## src/rtl/vga_pkg.sv

```systemverilog
// vga_pkg: shared constants and types for the text-overlay stage.
//   CHAR_W/CHAR_H : glyph cell size in pixels
//   TXT_COLS/ROWS : text grid size in characters
//   WIN_W/WIN_H   : text window size derived from the above
//   vga_timing_t  : coordinate + sync/blank bundle carried to the outputs
//   pix_ctx_t     : per-pixel context needed by the compositing stage
package vga_pkg;
  localparam int CHAR_W   = 8;
  localparam int CHAR_H   = 16;
  localparam int TXT_COLS = 16;
  localparam int TXT_ROWS = 16;
  localparam int WIN_W    = CHAR_W * TXT_COLS;
  localparam int WIN_H    = CHAR_H * TXT_ROWS;

  typedef struct packed {
    logic [10:0] hcount;
    logic [10:0] vcount;
    logic        hsync;
    logic        vsync;
    logic        hblnk;
    logic        vblnk;
  } vga_timing_t;

  typedef struct packed {
    logic        in_win;
    logic [2:0]  dx_lo;
    logic        hblnk;
    logic        vblnk;
    logic [11:0] rgb;
  } pix_ctx_t;

  // Glyph bit 7 is the leftmost pixel of the cell.
  function automatic logic glyph_bit(input logic [7:0] pixels, input logic [2:0] dx_lo);
    return pixels[3'd7 - dx_lo];
  endfunction
endpackage

```

## src/rtl/draw_rect_char_if.sv

```systemverilog
// draw_rect_char_if: link between the overlay stage and the char-code/font ROM pair.
//   char_xy     : {row[3:0], col[3:0]} address into the char-code ROM
//   char_line   : glyph row index into the font ROM
//   char_pixels : glyph row returned by the font ROM (bit 7 = leftmost pixel)
// master = overlay stage, slave = ROM pair.
interface draw_rect_char_if;
  logic [7:0] char_xy;
  logic [3:0] char_line;
  logic [7:0] char_pixels;

  modport master (output char_xy, output char_line, input char_pixels);
  modport slave  (input char_xy, input char_line, output char_pixels);
endinterface

```

## src/rtl/draw_rect_char_sig_delay.sv

```systemverilog
// sig_delay: fixed-length register chain with synchronous active-low reset.
//   clk, rst_n : pixel clock, synchronous reset (active low)
//   din        : WIDTH-bit input
//   dout       : din delayed by CLK_DEL clocks (CLK_DEL >= 1), registered
module sig_delay #(
  parameter int WIDTH   = 1,
  parameter int CLK_DEL = 1
) (
  input  logic             clk,
  input  logic             rst_n,
  input  logic [WIDTH-1:0] din,
  output logic [WIDTH-1:0] dout
);
  logic [WIDTH-1:0] stage [CLK_DEL];

  // Shift chain; reset clears every stage so a flush leaves no stale data.
  always_ff @(posedge clk) begin
    if (!rst_n) begin
      for (int i = 0; i < CLK_DEL; i++) stage[i] <= {WIDTH{1'b0}};
    end else begin
      stage[0] <= din;
      for (int i = 1; i < CLK_DEL; i++) stage[i] <= stage[i-1];
    end
  end

  assign dout = stage[CLK_DEL-1];
endmodule

```

## src/rtl/draw_rect_char.sv

```systemverilog
// draw_rect_char: text-overlay stage of the VGA pixel chain.
// Generates ROM addresses for a 16x16-character window at (X_POS, Y_POS) and
// overlays TEXT_COLOR where the returned glyph bit is set. Fixed 3-clock latency.
//   clk, rst_n              : pixel clock, synchronous active-low reset
//   hcount_in/vcount_in     : pixel coordinates
//   hsync/vsync/hblnk/vblnk : VGA timing inputs, *_out delayed by 3 clocks
//   rgb_in / rgb_out        : upstream colour / composited colour (RGB444)
//   rom                     : char_xy/char_line out, char_pixels in (valid 2 clocks after pixel)
// Build option: define DRAW_RECT_CHAR_BG_EN to fill glyph-0 window pixels with BG_COLOR;
// otherwise the text is transparent over rgb_in.
module draw_rect_char
  import vga_pkg::*;
#(
  parameter logic [10:0] X_POS      = 11'd64,
  parameter logic [10:0] Y_POS      = 11'd64,
  parameter logic [11:0] TEXT_COLOR = 12'hFFF,
  parameter logic [11:0] BG_COLOR   = 12'h000
) (
  input  logic                    clk,
  input  logic                    rst_n,
  input  logic [10:0]             hcount_in,
  input  logic [10:0]             vcount_in,
  input  logic                    hsync_in,
  input  logic                    vsync_in,
  input  logic                    hblnk_in,
  input  logic                    vblnk_in,
  input  logic [11:0]             rgb_in,
  draw_rect_char_if.master        rom,
  output logic [10:0]             hcount_out,
  output logic [10:0]             vcount_out,
  output logic                    hsync_out,
  output logic                    vsync_out,
  output logic                    hblnk_out,
  output logic                    vblnk_out,
  output logic [11:0]             rgb_out
);
  localparam logic [11:0] X_END = {1'b0, X_POS} + 12'(WIN_W);
  localparam logic [11:0] Y_END = {1'b0, Y_POS} + 12'(WIN_H);

  logic [10:0] dx;
  logic [10:0] dy;
  logic        in_win;
  logic [7:0]  char_xy_q;
  logic [3:0]  char_line_q;
  pix_ctx_t    ctx_in;
  pix_ctx_t    ctx_s2;
  vga_timing_t tim_in;
  vga_timing_t tim_out;
  logic [11:0] rgb_next;
  logic        unused_bits;

  // Offsets wrap outside the window; in_win keeps them from being used there.
  assign dx     = hcount_in - X_POS;
  assign dy     = vcount_in - Y_POS;
  assign in_win = (hcount_in >= X_POS) && ({1'b0, hcount_in} < X_END) &&
                  (vcount_in >= Y_POS) && ({1'b0, vcount_in} < Y_END);

  // S1: ROM address and glyph row; zero outside the window.
  always_ff @(posedge clk) begin
    if (!rst_n) begin
      char_xy_q   <= 8'd0;
      char_line_q <= 4'd0;
    end else if (in_win) begin
      char_xy_q   <= {dy[7:4], dx[6:3]};
      char_line_q <= dy[3:0];
    end else begin
      char_xy_q   <= 8'd0;
      char_line_q <= 4'd0;
    end
  end

  assign rom.char_xy   = char_xy_q;
  assign rom.char_line = char_line_q;

  // S1+S2 context, lined up with char_pixels coming back from the font ROM.
  assign ctx_in = '{in_win: in_win, dx_lo: dx[2:0], hblnk: hblnk_in,
                    vblnk: vblnk_in, rgb: rgb_in};

  sig_delay #(.WIDTH($bits(pix_ctx_t)), .CLK_DEL(2)) u_ctx_delay (
    .clk   (clk),
    .rst_n (rst_n),
    .din   (ctx_in),
    .dout  (ctx_s2)
  );

  // Coordinates and sync/blank go straight through the 3-stage chain.
  assign tim_in = '{hcount: hcount_in, vcount: vcount_in, hsync: hsync_in,
                    vsync: vsync_in, hblnk: hblnk_in, vblnk: vblnk_in};

  sig_delay #(.WIDTH($bits(vga_timing_t)), .CLK_DEL(3)) u_timing_delay (
    .clk   (clk),
    .rst_n (rst_n),
    .din   (tim_in),
    .dout  (tim_out)
  );

  assign hcount_out = tim_out.hcount;
  assign vcount_out = tim_out.vcount;
  assign hsync_out  = tim_out.hsync;
  assign vsync_out  = tim_out.vsync;
  assign hblnk_out  = tim_out.hblnk;
  assign vblnk_out  = tim_out.vblnk;

  // Compositing: blanking wins, then set glyph bits, then window fill/pass-through.
  always_comb begin
    rgb_next = ctx_s2.rgb;
    if (ctx_s2.hblnk || ctx_s2.vblnk) begin
      rgb_next = 12'h000;
    end else if (ctx_s2.in_win && glyph_bit(rom.char_pixels, ctx_s2.dx_lo)) begin
      rgb_next = TEXT_COLOR;
    end else if (ctx_s2.in_win) begin
`ifdef DRAW_RECT_CHAR_BG_EN
      rgb_next = BG_COLOR;
`else
      rgb_next = ctx_s2.rgb;
`endif
    end else begin
      rgb_next = ctx_s2.rgb;
    end
  end

  // S3: registered colour output.
  always_ff @(posedge clk) begin
    if (!rst_n) begin
      rgb_out <= 12'h000;
    end else begin
      rgb_out <= rgb_next;
    end
  end

  // Offset high bits only matter for the window test, which uses the raw counts.
`ifdef DRAW_RECT_CHAR_BG_EN
  assign unused_bits = ^{dx[10:7], dy[10:8]};
`else
  assign unused_bits = ^{dx[10:7], dy[10:8], BG_COLOR};
`endif
endmodule

```

## src/flat_wrapper.sv

```systemverilog
// flat-port wrapper written by rule: the top's interface ports become plain ports
module draw_rect_char_flat import vga_pkg::*;
#(
  parameter logic [10:0] X_POS      = 11'd64,
  parameter logic [10:0] Y_POS      = 11'd64,
  parameter logic [11:0] TEXT_COLOR = 12'hFFF,
  parameter logic [11:0] BG_COLOR   = 12'h000
)
  (clk, rst_n, hcount_in, vcount_in, hsync_in, vsync_in, hblnk_in, vblnk_in, rgb_in, hcount_out, vcount_out, hsync_out, vsync_out, hblnk_out, vblnk_out, rgb_out, rom_char_xy, rom_char_line, rom_char_pixels);
  draw_rect_char_if rom_i ();
  input  logic clk;
  input  logic rst_n;
  input  logic [10:0] hcount_in;
  input  logic [10:0] vcount_in;
  input  logic hsync_in;
  input  logic vsync_in;
  input  logic hblnk_in;
  input  logic vblnk_in;
  input  logic [11:0] rgb_in;
  output logic [10:0] hcount_out;
  output logic [10:0] vcount_out;
  output logic hsync_out;
  output logic vsync_out;
  output logic hblnk_out;
  output logic vblnk_out;
  output logic [11:0] rgb_out;
  output wire logic [$bits(rom_i.char_xy)-1:0] rom_char_xy;
  output wire logic [$bits(rom_i.char_line)-1:0] rom_char_line;
  input wire logic [$bits(rom_i.char_pixels)-1:0] rom_char_pixels;
  assign rom_char_xy = rom_i.char_xy;
  assign rom_char_line = rom_i.char_line;
  assign rom_i.char_pixels = rom_char_pixels;
  draw_rect_char #(.X_POS(X_POS), .Y_POS(Y_POS), .TEXT_COLOR(TEXT_COLOR), .BG_COLOR(BG_COLOR)) u_core (.clk(clk), .rst_n(rst_n), .hcount_in(hcount_in), .vcount_in(vcount_in), .hsync_in(hsync_in), .vsync_in(vsync_in), .hblnk_in(hblnk_in), .vblnk_in(vblnk_in), .rgb_in(rgb_in), .rom(rom_i), .hcount_out(hcount_out), .vcount_out(vcount_out), .hsync_out(hsync_out), .vsync_out(vsync_out), .hblnk_out(hblnk_out), .vblnk_out(vblnk_out), .rgb_out(rgb_out));
endmodule
```

## config.mk

```make
export PLATFORM = sky130hd
export DESIGN_NAME = draw_rect_char_flat
export DESIGN_NICKNAME = d
export VERILOG_FILES = /design/src/rtl/vga_pkg.sv /design/src/rtl/draw_rect_char_if.sv /design/src/rtl/draw_rect_char_sig_delay.sv /design/src/rtl/draw_rect_char.sv /design/src/flat_wrapper.sv
export SDC_FILE = /design/constraint.sdc
export NUM_CORES = 1
export LEC_CHECK = 0
export CORE_ASPECT_RATIO = 1.4
export CORE_UTILIZATION = 44
export DETAILED_ROUTE_END_ITERATION = 6
export PLACE_DENSITY_LB_ADDON = 0.2
export REMOVE_ABC_BUFFERS = 1
export SLEW_MARGIN = 5
export SYNTH_ARGS = -nofsm -noshare
export SYNTH_HDL_FRONTEND = slang
export SYNTH_SLANG_ARGS = --single-unit
```

## constraint.sdc

```tcl
create_clock -name clk -period 1.4 [get_ports clk]
set_clock_uncertainty 0.1 [all_clocks]
set_input_delay 0.28 -clock clk [delete_from_list [all_inputs] [get_ports clk]]
set_output_delay 0.28 -clock clk [all_outputs]
set_load 0.01 [all_outputs]
```

-- After elaboration in Yosys (flattened, before gate mapping)
Memory sizes are Yosys's and may differ from the RTL's.
Index checks and enable logic that the tools add are counted.
- $add $sub $neg: 3
- $lt $le $gt $ge: 5
- multiplexer cells: 10
- bitwise operators: 6
- reduce and logical (&&, ||, !) cells: 7
- operators with widths (operator ; count):
    26-bit two-way mux ; 3
    18-bit two-way mux ; 2
    11-bit by 7-bit greater-or-equal comparator with 1-bit output (second input constant) ; 2
    12-bit two-way mux ; 1
    11-bit by 8-bit < comparator with 1-bit output (second input constant) ; 1
    11-bit by 9-bit < comparator with 1-bit output (second input constant) ; 1
    8-bit by 7-bit subtractor with 8-bit output (second input constant) ; 1
    7-bit subtractor (second input constant) ; 1
    1-bit OR ; 5
    1-bit logical AND ; 4
    3-bit by 4-bit < comparator with 1-bit output (second input constant) ; 1
    1-bit binary-select mux with 3-bit select ; 1
    1-bit two-way mux ; 3
    3-bit subtractor (first input constant) ; 1
    2-bit AND reduction ; 1
    2-bit OR reduction ; 1
    1-bit logical OR ; 1
    1-bit NOT ; 1
- flip-flop bits (word level): 24
- bits in writable memories: 114
- input port bits: 48
- output and inout bits: 50
- memories kept: 2
- memories (name ; words ; bits a word ; rd ports ; clocked after Yosys merged registers in ; wr ports ; line ; text):
    u_core.u_timing_delay.stage ; 3 ; 26 ; 3 ; 0 ; 3 ; draw_rect_char_sig_delay.sv:14 ; logic [WIDTH-1:0] stage [CLK_DEL];
    u_core.u_ctx_delay.stage ; 2 ; 18 ; 2 ; 0 ; 2 ; draw_rect_char_sig_delay.sv:14 ;

-- Logic depth before layout (Yosys ltp)
- depth after elaboration: 5
- gate-level depth with buffers: 5
- gate-level depth less buffers: 4

-- Modules after synthesis
From an unflattened synthesis, not the netlist that was laid out.
- cell total of the unflattened synthesis: 372
- area total of the unflattened synthesis: 4516.8 um^2
- modules (own cells, without submodules) (module ; times used ; cells an instance ; area each (um^2) ; sequential area each (um^2)):
    sig_delay (u_core.u_timing_delay) ; 1 ; 190 ; 2299.7 ; 1561.5
    sig_delay (u_core.u_ctx_delay) ; 1 ; 93 ; 1141.1 ; 720.7
    draw_rect_char ; 1 ; 89 ; 1076.0 ; 480.5

-- Worst setup path after synthesis
Ideal clock, no wire load.
- path kind: reg2reg
- start: mem u_core.u_timing_delay.stage[0][41] in the netlist's numbering
- end: reg u_core.rgb_out[0]
- library setup time: 0.118 ns
- data arrival time: 1.282 ns
- setup slack: -0.099 ns
- stages on the path, launching flop included: 5
- period minus slack after synthesis: 1.499 ns
- cells stage by stage: dfxtp_1 mux4_2 buf_2 o21ai_1 a21oi_2
- RTL lines (item ; line ; text):
    start: declaration ; draw_rect_char_sig_delay.sv:14 ;
    end signal: assignment ; draw_rect_char.sv:127 ; rgb_out <= rgb_next;
    end: declaration ; draw_rect_char.sv:35 ; output logic [11:0] rgb_out

==> impl.org <==
** Synthesis
- After synthesis the netlist holds a flip-flop and latch count of 128.
- The cell count after synthesis came out at 350.
- Synthesis instantiated 29 different standard cells from the library.
- Ranked by total cell area, the synthesized netlist is headed by dfxtp_1, and2_1, buf_4, a21oi_2, nor3b_2.
- dfxtp_1 takes more of the synthesized area than any other cell.
- Fraction of post-synthesis cell area in the top cell type by area :: 0.6400
- Share of the yosys chip area belonging to registers :: 0.6400
- Dividing the synthesized area by the synthesized cell count gives 11.44 um^2.
- Number of warnings printed during yosys synthesis :: 0
- The mapped netlist covers 4004 um^2.

** Timing
- Fin crit period :: 1.456 ns
- Of the available clock period, the critical path in the final layout requires 1.040.
- For this run, the top clock speed supported by timing is 687.0 MHz.
- Unrepaired setup endpoints after global routing :: true
- Worst Max-Slew Pin Slew :: 0.2238 ns
- The number of max-slew violations in the final report is 0.
- Measured against its own limit, the worst slew margin works out to 0.8495.
- Hold timing on the final database bottoms out at a slack of 0.2178 ns.
- TNS Setup :: -0.1883 ns
- Post-route worst setup slack :: -0.05562 ns
- The hold violation count in the final report is 0.
- Setup-failing EPs final :: 10

** Worst setup path
- Slowest cell on the critical path :: mux4_2
- The worst setup path is launched from a flop.
- Along the worst path, the maximum fanout reaches 6.
- Traced cell by cell, the critical path runs through mux4_2 -> o21ai_2 -> a21oi_2.
- Among cell families on the critical path, the largest total delay comes from multiplexers.
- The worst setup path is of the flop to flop kind.
- For the worst setup path, the data required time is 1.59 ns.
- Total buffers and inverters traversed by the critical path :: 0
- Arrival time at the worst endpoint :: 1.65 ns
- CP max stage delay :: 0.63 ns
- STA classifies the critical path endpoint as a flop.

** Detailed routing
- WL met1 :: 2.625 mm
- Total Routed Length :: 6.949 mm
- Dividing the detail-routed via count by the number of cells gives 4.336.
- Top routing layer in use :: met4
- Remaining design rule violation count :: 0
- The first routing iteration left 54 violations.
- Summed over all nets, wire length on met2 after detailed routing comes to 3.821 mm.
- The count of nets left with antenna violations once routing finished came out at 0.
- The first TritonRoute pass finished after 4 iterations.
- Average detailed-routed wire length per instance :: 12.28 um
- The routed design uses 418 um of met3 wire.
- Via count :: 2454

** Clocking
- The longest clock path from root to sink contains 2 buffers.
- The cell sitting at the root of the clock tree is a clkbuf_16.
- Clock tree from TritonCTS :: done
- CTS saw 128 sinks.
- Clock-pin slew was measured on the worst setup and hold paths at 0.05 ns.
- Clk_lat worst skew :: 0.40 ns
- Hold bufs inserted after CTS :: 0
- The clock tree synthesis step divided the H-tree into 4 levels.
- The number of clock buffers added by TritonCTS is 17.

** GRT
- Global routing finished with a remaining overflow of 0.
- The initial antenna violation count was 0.
- Entering global routing, the biggest net connects 31 pins.
- In the global route stage, overall resource usage came out at 0.1661.
- Global-route wire length before repair :: 11.14 mm
- Number of global-route vias before repair :: 2447

** Status
- The flow ran to the end, but the final reports show violations.
- Failing checks :: negative setup slack

** Place
- Once placement finished, the instance area stood at 5049 um^2.
- At the end of routability-driven placement, the weighted congestion stood at 0.6938.
- Final HPWL DP :: 4.407 mm
- # port buffers :: 97

** Run
- Maxcap violations :: 0

** Die
- From left edge to right edge, the die measures 82.62 um.
- For this configuration, the core starts out at a cell density of 0.4598.
- Standard cell core area :: 8708 um^2
- Vertical extent of the die :: 114.9 um
- Io pins :: 98
- The die covers 9491 um^2.
- Number of core rows :: 40

** Hold path
- The tightest min-delay check is of the input pin to flop type.

** Power
- For this design the ratio of total power to cell area is 1541 nW/um^2.
- IR drop worst, VDD :: 0.001054 V
- Lkg Pwr :: 2.411 nW

** Layout
- The multi-input combinational cells in the finished layout cover a total of 1226 um^2.
- Total Nets Final :: 499
- With fillers left out, the area of the finished cells amounts to 5710 um^2.
- Layout cells sized above 1 :: 0.1931
- Post-synthesis to final-layout area growth :: 42.63%
- Diode insertion count for antenna repair :: 0
- Fill count :: 714
- Summing all flip-flop and latch instances after layout gives 2566 um^2.
worst paths after layout:
path | slack, ns | start | cells past startpoint | endpoint
setup / recovery | -0.06 | u_core.u_timing_delay.stage[0][41] | 3 | u_core.rgb_out[7]
hold / removal | 0.22 | rst_n | 3 | u_core.u_timing_delay.stage[0][32]
setup reg to reg | -0.06 | u_core.u_timing_delay.stage[0][41] | 3 | u_core.rgb_out[7]
hold reg to reg | 0.32 | u_core.u_ctx_delay.stage[0][8] | 1 | u_core.u_ctx_delay.stage[0][26]
registers in the layout (all words and copies together), names as in the netlist:
register                     cells
u_core.rgb_out                  12
u_core.rom.char_line             4
u_core.u_timing_delay.stage     78
u_core.rom.char_xy               8
u_core.u_ctx_delay.stage        26
cells in the mapped netlist:
master      n
nor2_1      4
buf_6       1
a21oi_2    10
mux4_2      1
buf_2       2
ha_1        1
or3_1       1
clkbuf_1   13
nand4_1     1
a31oi_2     1
buf_4      23
nor3_1      2
o21ai_0     1
xor2_1      1
nor3b_1     4
and2_2      1
nor4_1      1
dfxtp_1   128
mux2i_1     2
nor3b_2     7
nor2b_1     1
a21oi_1     2
inv_2       1
a221o_1     1
nand2b_1   12
inv_1      13
o21ai_1    12
nor4b_1     1
and2_1    102
cells in the final DEF, fill, tap and decap left out, types with 3 or more instances in the layout:
cell             instances
a21oi_2                 11
and2_1                 102
buf_4                   19
bufinv_16                4
clkbuf_16               17
clkdlybuf4s15_1         22
clkdlybuf4s50_1         46
clkinv_2                 4
dfxtp_1                127
dlygate4sd2_1           26
inv_1                   13
nand2b_1                12
nor2_1                   4
nor3b_1                  3
nor3b_2                  8
o21ai_1                  7
o21ai_2                  6
worst min-delay path: stages:
cell and delay [ns]:
buf_2 0.14, buf_4 0.15, and2_1 0.11
area by class of cell:
type,instances,share of cell area
flip-flops and latches,128,0.4494
well taps,105,0.02301
clock inverters,11,0.02870
multi-input cells,170,0.2147
clock buffers,19,0.07932
inverters,14,0.009202
repair buffers,119,0.1957
kinds of logic after synthesis:
logic type      synth area share
simple gates              0.2241
compound gates           0.04625
buf+inv                  0.07375
fa+ha+maj               0.003125
mux                      0.01062
flops                     0.6400
xor+xnor                0.002188
metrics by stage:
stage,utilization,instances,power [mW],setup WS [ns]
after global routing,0.6557,566,9.139,-0.09148
after detailed placement,0.5797,535,4.354,-0.4371
final,0.6557,566,8.798,-0.05562
after CTS,0.6470,566,8.880,-0.06236
after global placement,0.5797,535,4.341,-0.3842
after floorplan,-,311,4.048,-0.1259
per-layer routing:
layer	vias up	GRT usage
li1	1277	-
met1	1108	0.1563
met2	61	0.2893
met3	8	0.09048
met4	0	0.07586
met5	-	0
repair_timing:
| item | 4_1_cts | 5_1_grt |
|---|---|---|
| cloned | 1 | 0 |
| setup endpoints to repair | 64 | 47 |
| gates resized for setup | 55 | 38 |
| hold endpoints to repair | 0 | 0 |
| setup buffers | 0 | 0 |
| pin swaps | 1 | 7 |
power breakdown:
| group | leakage, nW | internal, mW | total (mW) | switching, mW |
|---|---|---|---|---|
| combinational | 1.06 | 0.285 | 0.473 | 0.188 |
| clock | 0.300 | 3.04 | 4.51 | 1.48 |
| sequential | 1.05 | 3.78 | 3.81 | 0.0331 |
Note: power is estimated with default switching activity, not from simulation.
